`config.mk`:
```
export PLATFORM = sky130hd
export DESIGN_NAME = pipe_hazard_ctrl
export DESIGN_NICKNAME = d
export VERILOG_FILES = /design/src/rtl/pipe_hazard_ctrl_pkg.sv /design/src/rtl/pipe_fwd_unit.sv /design/src/rtl/pipe_hazard_ctrl.sv
export SDC_FILE = /design/constraint.sdc
export NUM_CORES = 1
export LEC_CHECK = 0
export BUFFER_PORTS_ARGS = -buffer_cell sky130_fd_sc_hd__buf_2
export CORE_MARGIN = 2
export CORE_UTILIZATION = 30
export CTS_CLUSTER_SIZE = 25
export DETAILED_ROUTE_END_ITERATION = 16
export PLACE_DENSITY = 0.74
export SLEW_MARGIN = 30
export SYNTH_ARGS = -nofsm -noshare
export SYNTH_HDL_FRONTEND = slang
export SYNTH_SLANG_ARGS = --single-unit
```
`constraint.sdc`:
```
create_clock -name clk -period 3 [get_ports clk]
set_clock_uncertainty 0.1 [all_clocks]
set_input_delay 0.6 -clock clk [delete_from_list [all_inputs] [get_ports clk]]
set_output_delay 0.6 -clock clk [all_outputs]
set_load 0.005 [all_outputs]
```
`src/rtl/pipe_hazard_ctrl_pkg.sv`:
```
// rtl/pipe_hazard_ctrl_pkg.sv - shared encodings for the pipeline hazard controller
package pipe_hazard_ctrl_pkg;

  localparam logic [1:0] FWD_RF  = 2'b00;
  localparam logic [1:0] FWD_WB  = 2'b01;
  localparam logic [1:0] FWD_MEM = 2'b10;

  typedef enum logic [0:0] {
    HZ_IDLE = 1'b0,
    HZ_WAIT = 1'b1
  } hz_state_t;

endpackage

```
`src/rtl/pipe_fwd_unit.sv`:
```
// rtl/pipe_fwd_unit.sv - combinational EX operand forwarding select for one source register
module pipe_fwd_unit
  import pipe_hazard_ctrl_pkg::*;
#(
  parameter int RAW = 5
) (
  input  logic [RAW-1:0] ex_rs,
  input  logic           mem_valid,
  input  logic           mem_regwrite,
  input  logic [RAW-1:0] mem_rd,
  input  logic           wb_valid,
  input  logic           wb_regwrite,
  input  logic [RAW-1:0] wb_rd,
  output logic [1:0]     fwd
);

  // The younger producer (EX/MEM) wins; x0 is hardwired zero and never forwarded.
  always_comb begin
    fwd = FWD_RF;
    if (mem_valid && mem_regwrite && (mem_rd != '0) && (mem_rd == ex_rs))
      fwd = FWD_MEM;
    else if (wb_valid && wb_regwrite && (wb_rd != '0) && (wb_rd == ex_rs))
      fwd = FWD_WB;
  end

endmodule

```
`src/rtl/pipe_hazard_ctrl.sv`:
```
// rtl/pipe_hazard_ctrl.sv - pipeline hazard controller; PIPE_PERF_CNT_EN adds stall/flush counters
module pipe_hazard_ctrl
  import pipe_hazard_ctrl_pkg::*;
#(
  parameter int RAW     = 5,
  parameter int MEM_LAT = 1,
  parameter int CNTW    = 3
) (
  input  logic           clk,
  input  logic           reset,
  input  logic [RAW-1:0] id_rs1,
  input  logic [RAW-1:0] id_rs2,
  input  logic           id_use_rs1,
  input  logic           id_use_rs2,
  input  logic           ex_valid,
  input  logic [RAW-1:0] ex_rs1,
  input  logic [RAW-1:0] ex_rs2,
  input  logic [RAW-1:0] ex_rd,
  input  logic           ex_regwrite,
  input  logic           ex_is_load,
  input  logic           ex_redirect,
  input  logic           mem_valid,
  input  logic [RAW-1:0] mem_rd,
  input  logic           mem_regwrite,
  input  logic           mem_is_mem,
  input  logic           wb_valid,
  input  logic [RAW-1:0] wb_rd,
  input  logic           wb_regwrite,
  output logic [1:0]     fwd_a,
  output logic [1:0]     fwd_b,
  output logic           pc_en,
  output logic           if_id_en,
  output logic           id_ex_en,
  output logic           ex_mem_en,
  output logic           mem_wb_en,
  output logic           if_id_flush,
  output logic           id_ex_flush,
  output logic           mem_wb_bubble,
  output logic           mem_busy,
  output logic [31:0]    perf_stall,
  output logic [31:0]    perf_flush
);

  localparam bit              HAS_WAIT = (MEM_LAT != 0);
  localparam logic [CNTW-1:0] LAT_M1   = CNTW'((MEM_LAT > 0) ? MEM_LAT - 1 : 0);

  hz_state_t       state;
  logic [CNTW-1:0] cnt;
  logic            busy;
  logic            lu;
  logic            mem_op;
  logic [1:0]      fwd_a_raw;
  logic [1:0]      fwd_b_raw;

  pipe_fwd_unit #(.RAW(RAW)) u_fwd_a (
    .ex_rs        (ex_rs1),
    .mem_valid    (mem_valid),
    .mem_regwrite (mem_regwrite),
    .mem_rd       (mem_rd),
    .wb_valid     (wb_valid),
    .wb_regwrite  (wb_regwrite),
    .wb_rd        (wb_rd),
    .fwd          (fwd_a_raw)
  );

  pipe_fwd_unit #(.RAW(RAW)) u_fwd_b (
    .ex_rs        (ex_rs2),
    .mem_valid    (mem_valid),
    .mem_regwrite (mem_regwrite),
    .mem_rd       (mem_rd),
    .wb_valid     (wb_valid),
    .wb_regwrite  (wb_regwrite),
    .wb_rd        (wb_rd),
    .fwd          (fwd_b_raw)
  );

  assign mem_op = mem_valid & mem_is_mem;
  assign lu = ex_valid & ex_is_load & (ex_rd != '0) &
              ((id_use_rs1 & (id_rs1 == ex_rd)) | (id_use_rs2 & (id_rs2 == ex_rd)));

  // Busy starts in the IDLE cycle the op is seen, so the freeze lasts exactly MEM_LAT cycles.
  assign busy = (state == HZ_IDLE) ? (mem_op && HAS_WAIT) : (cnt != '0);

  always_ff @(posedge clk) begin
    if (!reset) begin
      state <= HZ_IDLE;
      cnt   <= '0;
    end else begin
      case (state)
        HZ_IDLE: begin
          if (mem_op && HAS_WAIT) begin
            state <= HZ_WAIT;
            cnt   <= LAT_M1;
          end
        end
        HZ_WAIT: begin
          if (cnt != '0) cnt <= cnt - CNTW'(1);
          else           state <= HZ_IDLE;
        end
        default: state <= HZ_IDLE;
      endcase
    end
  end

  // A redirect or load-use arriving while busy stays in EX and is acted on at release.
  always_comb begin
    pc_en         = 1'b1;
    if_id_en      = 1'b1;
    id_ex_en      = 1'b1;
    ex_mem_en     = 1'b1;
    mem_wb_en     = 1'b1;
    if_id_flush   = 1'b0;
    id_ex_flush   = 1'b0;
    mem_wb_bubble = 1'b0;
    mem_busy      = 1'b0;
    fwd_a         = fwd_a_raw;
    fwd_b         = fwd_b_raw;
    if (!reset) begin
      if_id_flush   = 1'b1;
      id_ex_flush   = 1'b1;
      mem_wb_bubble = 1'b1;
      fwd_a         = FWD_RF;
      fwd_b         = FWD_RF;
    end else if (busy) begin
      mem_busy      = 1'b1;
      pc_en         = 1'b0;
      if_id_en      = 1'b0;
      id_ex_en      = 1'b0;
      ex_mem_en     = 1'b0;
      mem_wb_bubble = 1'b1;
    end else if (ex_redirect) begin
      if_id_flush   = 1'b1;
      id_ex_flush   = 1'b1;
    end else if (lu) begin
      pc_en         = 1'b0;
      if_id_en      = 1'b0;
      id_ex_flush   = 1'b1;
    end
  end

`ifdef PIPE_PERF_CNT_EN
  logic [31:0] stall_q;
  logic [31:0] flush_q;
  logic        redirect_flush;

  assign redirect_flush = reset & ~busy & ex_redirect;

  always_ff @(posedge clk) begin
    if (!reset) begin
      stall_q <= '0;
      flush_q <= '0;
    end else begin
      if (!pc_en)         stall_q <= stall_q + 32'd1;
      if (redirect_flush) flush_q <= flush_q + 32'd1;
    end
  end

  assign perf_stall = stall_q;
  assign perf_flush = flush_q;
`else
  assign perf_stall = '0;
  assign perf_flush = '0;
`endif

endmodule

```
* Yosys cells after proc, flatten, opt, wreduce, memory -nomap -nowiden *
Index checks and enable logic that the tools add are counted.

word-level totals
  bits in registers = 4
  output and inout bits = 77
  input bits = 48

cells by class
  reductions and logical operators = 13
  eq/ne operators = 8
  bitwise operators = 8
  add/sub/neg operators = 1
  mux-type cells = 29

operators by type and width
  kind                                                   count
  equality test 5 bit                                    6
  two-way mux 1 bit                                      21
  nonzero test 5 bit                                     3
  logical AND 1 bit                                      8
  two-way mux 2 bit                                      4
  bitwise AND 1 bit                                      6
  two-way mux 3 bit                                      2
  case mux 3 bit (2 select lines)                        1
  nonzero test 3 bit                                     1
  subtractor 3 x 1 -> 3 bit, second input constant       1
  inequality test 2 x 1 -> 1 bit, second input constant  1
  inequality test 2 bit, second input constant           1
  case mux 1 bit (2 select lines)                        1
  AND reduction 2 bit                                    1
  NOT 1 bit                                              1
  OR 1 bit                                               1

* Depth between registers and ports, before layout *
  depth in word-level cells = 8
  depth in mapped cells = 7

* Cells and area by module *
Synthesis repeated with hierarchy kept, for this count alone.

unflattened totals
  cell total of the unflattened synthesis = 159
  area, all modules = 1,224.9 um^2

by module, submodules not included
  module            area an instance (um^2)  sequential area each (um^2)  cells each  instances
  pipe_hazard_ctrl  909.6                    80.1                         121         1
  pipe_fwd_unit     157.7                    0.0                          19          2

* Worst setup path before layout *
OpenSTA, ideal clock, no wires.

  path type = input to output
  start = input ex_rd[3]
  end = output pc_en
  buffers on the path = 1
  stages = 5
  path slack = 0.648 ns
  arrival time = 1.652 ns
  cells stage by stage = xor2_1 nor4_1 a32oi_1 o32a_1 buf_4

on the way
  cells in the longest elaborated chain, start to end = 8
  elaborated cells on any way between the ends = 12

RTL lines
  element                              RTL line                source
  from (decl)                          pipe_hazard_ctrl.sv:18  input logic [RAW-1:0] ex_rd,
  equality test 5 bit                  pipe_hazard_ctrl.sv:79  ((id_use_rs1 & (id_rs1 == ex_rd)) | (id_use_rs2 & (id_rs2 == ex_rd)));
  bitwise AND 1 bit                    pipe_hazard_ctrl.sv:79
  OR 1 bit                             pipe_hazard_ctrl.sv:79
  bitwise AND 1 bit (*)                pipe_hazard_ctrl.sv:78  assign lu = ex_valid & ex_is_load & (ex_rd != '0) &
  two-way mux 1 bit (*) (4 in series)  --
  to (decl)                            pipe_hazard_ctrl.sv:31  output logic pc_en,

Mark *: on every way between the ends. The rest lies on a longest branch, timed or not.

* Worst setup path in the final report *
  start = input mem_rd[1]
  end = output fwd_a[0]

on the way
  cells in the longest elaborated chain, start to end = 5
  elaborated cells on any way between the ends = 6

RTL lines
  element                RTL line                 source
  from (decl)            pipe_hazard_ctrl.sv:23   input logic [RAW-1:0] mem_rd,
  nonzero test 5 bit     pipe_fwd_unit.sv:20      if (mem_valid && mem_regwrite && (mem_rd != '0) && (mem_rd == ex_rs))
  logical AND 1 bit      pipe_fwd_unit.sv:20
  logical AND 1 bit (*)  pipe_fwd_unit.sv:20
  two-way mux 2 bit (*)  pipe_fwd_unit.sv:20
  two-way mux 2 bit (*)  pipe_hazard_ctrl.sv:118  if (!reset) begin
  to (decl)              pipe_hazard_ctrl.sv:29   output logic [1:0] fwd_a,

Marks and branches as above.

==> flow_summary.json <==
{
  "cellPowerDensity_nw_per_um2": 224,
  "cts_root_buf": "clkbuf_8",
  "finalCriticalPeriod_ps": 2600,
  "clkLatencyLatePin_ps": 220,
  "setup_tns_ps": 0,
  "dp.cells": 254,
  "clock-sinks": 4,
  "cts_hold_buf": 0,
  "grt_max_degree": 10,
  "power_switching_w": 0.0000960,
  "r2r_setup_slack_ps": 1530,
  "hold-path-endpoint": "cnt[0]",
  "clk_pin_slew_ps": 40,
  "design_area_um2": 1290,
  "die_y_um": 66.3,
  "outcome": "finished clean",
  "maxCapViolations": 0,
  "endpoint_kind": "primary output",
  "coreArea_um2": 3690,
  "place_area_um2": 1250,
  "layout_commonest_cell": "conb_1",
  "grt_usage_pct": 10.0,
  "drive_gt1_share_pct": 30.6,
  "p_comb_share_pct": 41.7,
  "clock_power_share_pct": 39.3,
  "critical_path.max_stage_delay_ps": 530,
  "post-route-period-util_pct": 86.7,
  "antenna_found_initial": 0,
  "p_sw_share_pct": 33.3,
  "final_cells": 257,
  "relSlewSlack_pct": 61.2,
  "p_int_w": 0.000193,
  "worstHoldStart": "cnt[0]",
  "initial_utilization_pct": 31.6,
  "grt.overflow.total": 0,
  "ios": 125,
  "critPathTopFamily": "simple AND/OR/NAND/NOR gates",
  "hold_path_class": "flop to flop",
  "path_class": "input pin to primary output",
  "top_layer": "met3",
  "clockBufferDepth": 2,
  "grt_first_pass_wirelength_um": 3450,
  "ir_drop_uv": 208,
  "synth_top_area_share_pct": 43.1,
  "portBuffers": 58,
  "dieArea_um2": 4400,
  "crit_cells": 6,
  "preCtsSetupSlack_ps": 368,
  "finalWeightedCongestion": 0.762,
  "rsz0062_at_grt": "false",
  "synthDistinctLibCells": 28,
  "htree_levels": 1,
  "finalPower_w": 0.000289,
  "area.growth.synth_to_final_pct": 10.7,
  "fin_ws_ps": 398,
  "min_path_cells": 2,
  "rr_worst_depth": 6,
  "wl_per_cell_um": 8.98,
  "worstPathMaxFanout": 3,
  "layout_common_cells": "conb_1 (65), buf_2 (58), xor2_1 (18), xnor2_1 (13)",
  "r2r_start": "cnt[0]",
  "yosysSeqAreaShare_pct": 6.87,
  "ys_ff_latch": 4,
  "viasPerCell": 3.77,
  "cts_tree": "yes",
  "slew_violations": 0,
  "synth_area_leaders": "buf_4 (43%), xor2_1 (14%), xnor2_1 (9.8%), dfxtp_1 (6.9%), nand3_1 (2.6%)",
  "critPathArrivalTime_ps": 1900,
  "max_freq_mhz": 384,
  "synthCells": 152,
  "cp_slowest_cell": "or4_1",
  "crit_chain": "buf_2, or4_1, o211ai_2, nor4_1, nor3_2, buf_2",
  "setup-violations-final": 0,
  "nets": 261,
  "cts_buffers": 3,
  "hpwl_um": 2140,
  "startpoint_type": "input pin",
  "route.met2.wl_um": 1210,
  "postCtsSetupBuffers": 0,
  "path_common_cell": "buf_2",
  "rows": 22,
  "crit_buf_inv": 2,
  "grt_pass1_vias": 809,
  "antenna_left": 0,
  "netlist_area_um2": 1170,
  "route.met3.wl_um": 282,
  "worstPathRequired_ps": 2300,
  "tightestPinTransition_ps": 577,
  "wl_um": 2310,
  "pwr-share-seq_pct": 19.0,
  "die_w_um": 66.3,
  "via_count": 968,
  "syn_avg_cell_area_um2": 7.67,
  "wl_met1_um": 815,
  "diodes": 0,
  "cts_resized": 0,
  "hold_violations": 0,
  "drc": 0,
  "reg2reg_to": "cnt[1]",
  "drtIter0Drc": 14,
  "dr.pass1.iters": 4,
  "total_leakage_power_nw": 0.693,
  "yosysWarnings": 0,
  "yosysTopAreaCell": "buf_4"
}
-- registers in the layout, summed over array words and instances (netlist names) --
register,flops
state,1
cnt,3
-- kinds of logic after synthesis --
| group | count (synthesis) | share of synthesized area, % |
|---|---|---|
| AOI/OAI and AO/OA | 9 | 6.65 |
| xor gates and xnor gates | 31 | 23.3 |
| adders and majority gates | 2 | 2.15 |
| buffers and inverters | 71 | 44.4 |
| DFF | 4 | 6.87 |
| other | 2 | 0.644 |
| and+or+nand+nor | 33 | 16.0 |
-- worst max path at each step --
| stage | end | from |
|---|---|---|
| final | fwd_a[0] | mem_rd[1] |
| after global routing | fwd_a[0] | mem_rd[1] |
| after CTS | fwd_a[0] | mem_rd[1] |
| after detailed placement | fwd_a[0] | mem_rd[1] |
| after global placement | fwd_a[0] | mem_rd[1] |
| after floorplan | pc_en | ex_rd[3] |
-- cell usage after synthesis (all sizes together) --
cell and n:
buf 67, xor2 18, xnor2 13, nand2 6
nand3 6, dfxtp 4, inv 4, nor3 4
nor4 4, and2 3, nor2 3, or4 3
conb 2, ha 2, nand2b 2, o211ai 2
a21boi 1, a21oi 1, a2bb2oi 1, a32oi 1
and3 1, nand3b 1, o2111ai 1, o311ai 1
o32a 1
-- routing by layer --
metal	GRT usage (%)	vias to the layer above
met5	0	-
met4	0.765	0
met3	3.07	0
met2	19.4	72
met1	10.9	415
li1	-	481
-- tightest hold or removal path, stage by stage (launching register included) --
cell	delay, ps
dfxtp_1	300
nand2_1	50
a21oi_1	50
-- power by group through the flow --
stage,logic [W],clock network (W),registers (W)
3_5_place_dp,0.000120,0,0.0000556
5_1_grt,0.000138,0.000122,0.0000549
3_3_place_gp,0.000119,0,0.0000555
2_1_floorplan,0.000126,0,0.0000553
6_report,0.000121,0.000113,0.0000549
4_1_cts,0.000120,0.000117,0.0000548
-- metrics by stage --
| step | util [%] | hold slack, ps |
|---|---|---|
| floorplan | - | 332 |
| global placement | 33.9 | 340 |
| detailed placement | 33.9 | 345 |
| CTS | 35.0 | 349 |
| global route | 35.0 | 375 |
| finish | 35.0 | 344 |
-- cell type report --
| cell class | instances | area, um2 |
|---|---|---|
| repair buffers | 58 | 290 |
| flip-flops and latches | 4 | 80.1 |
| well taps | 48 | 60.1 |
| inverters | 4 | 15.0 |
| fillers | 410 | 2400 |
| multi-input cells | 140 | 805 |
| clock buffers | 3 | 41.3 |
Note: power is estimated with default switching activity, not from simulation.
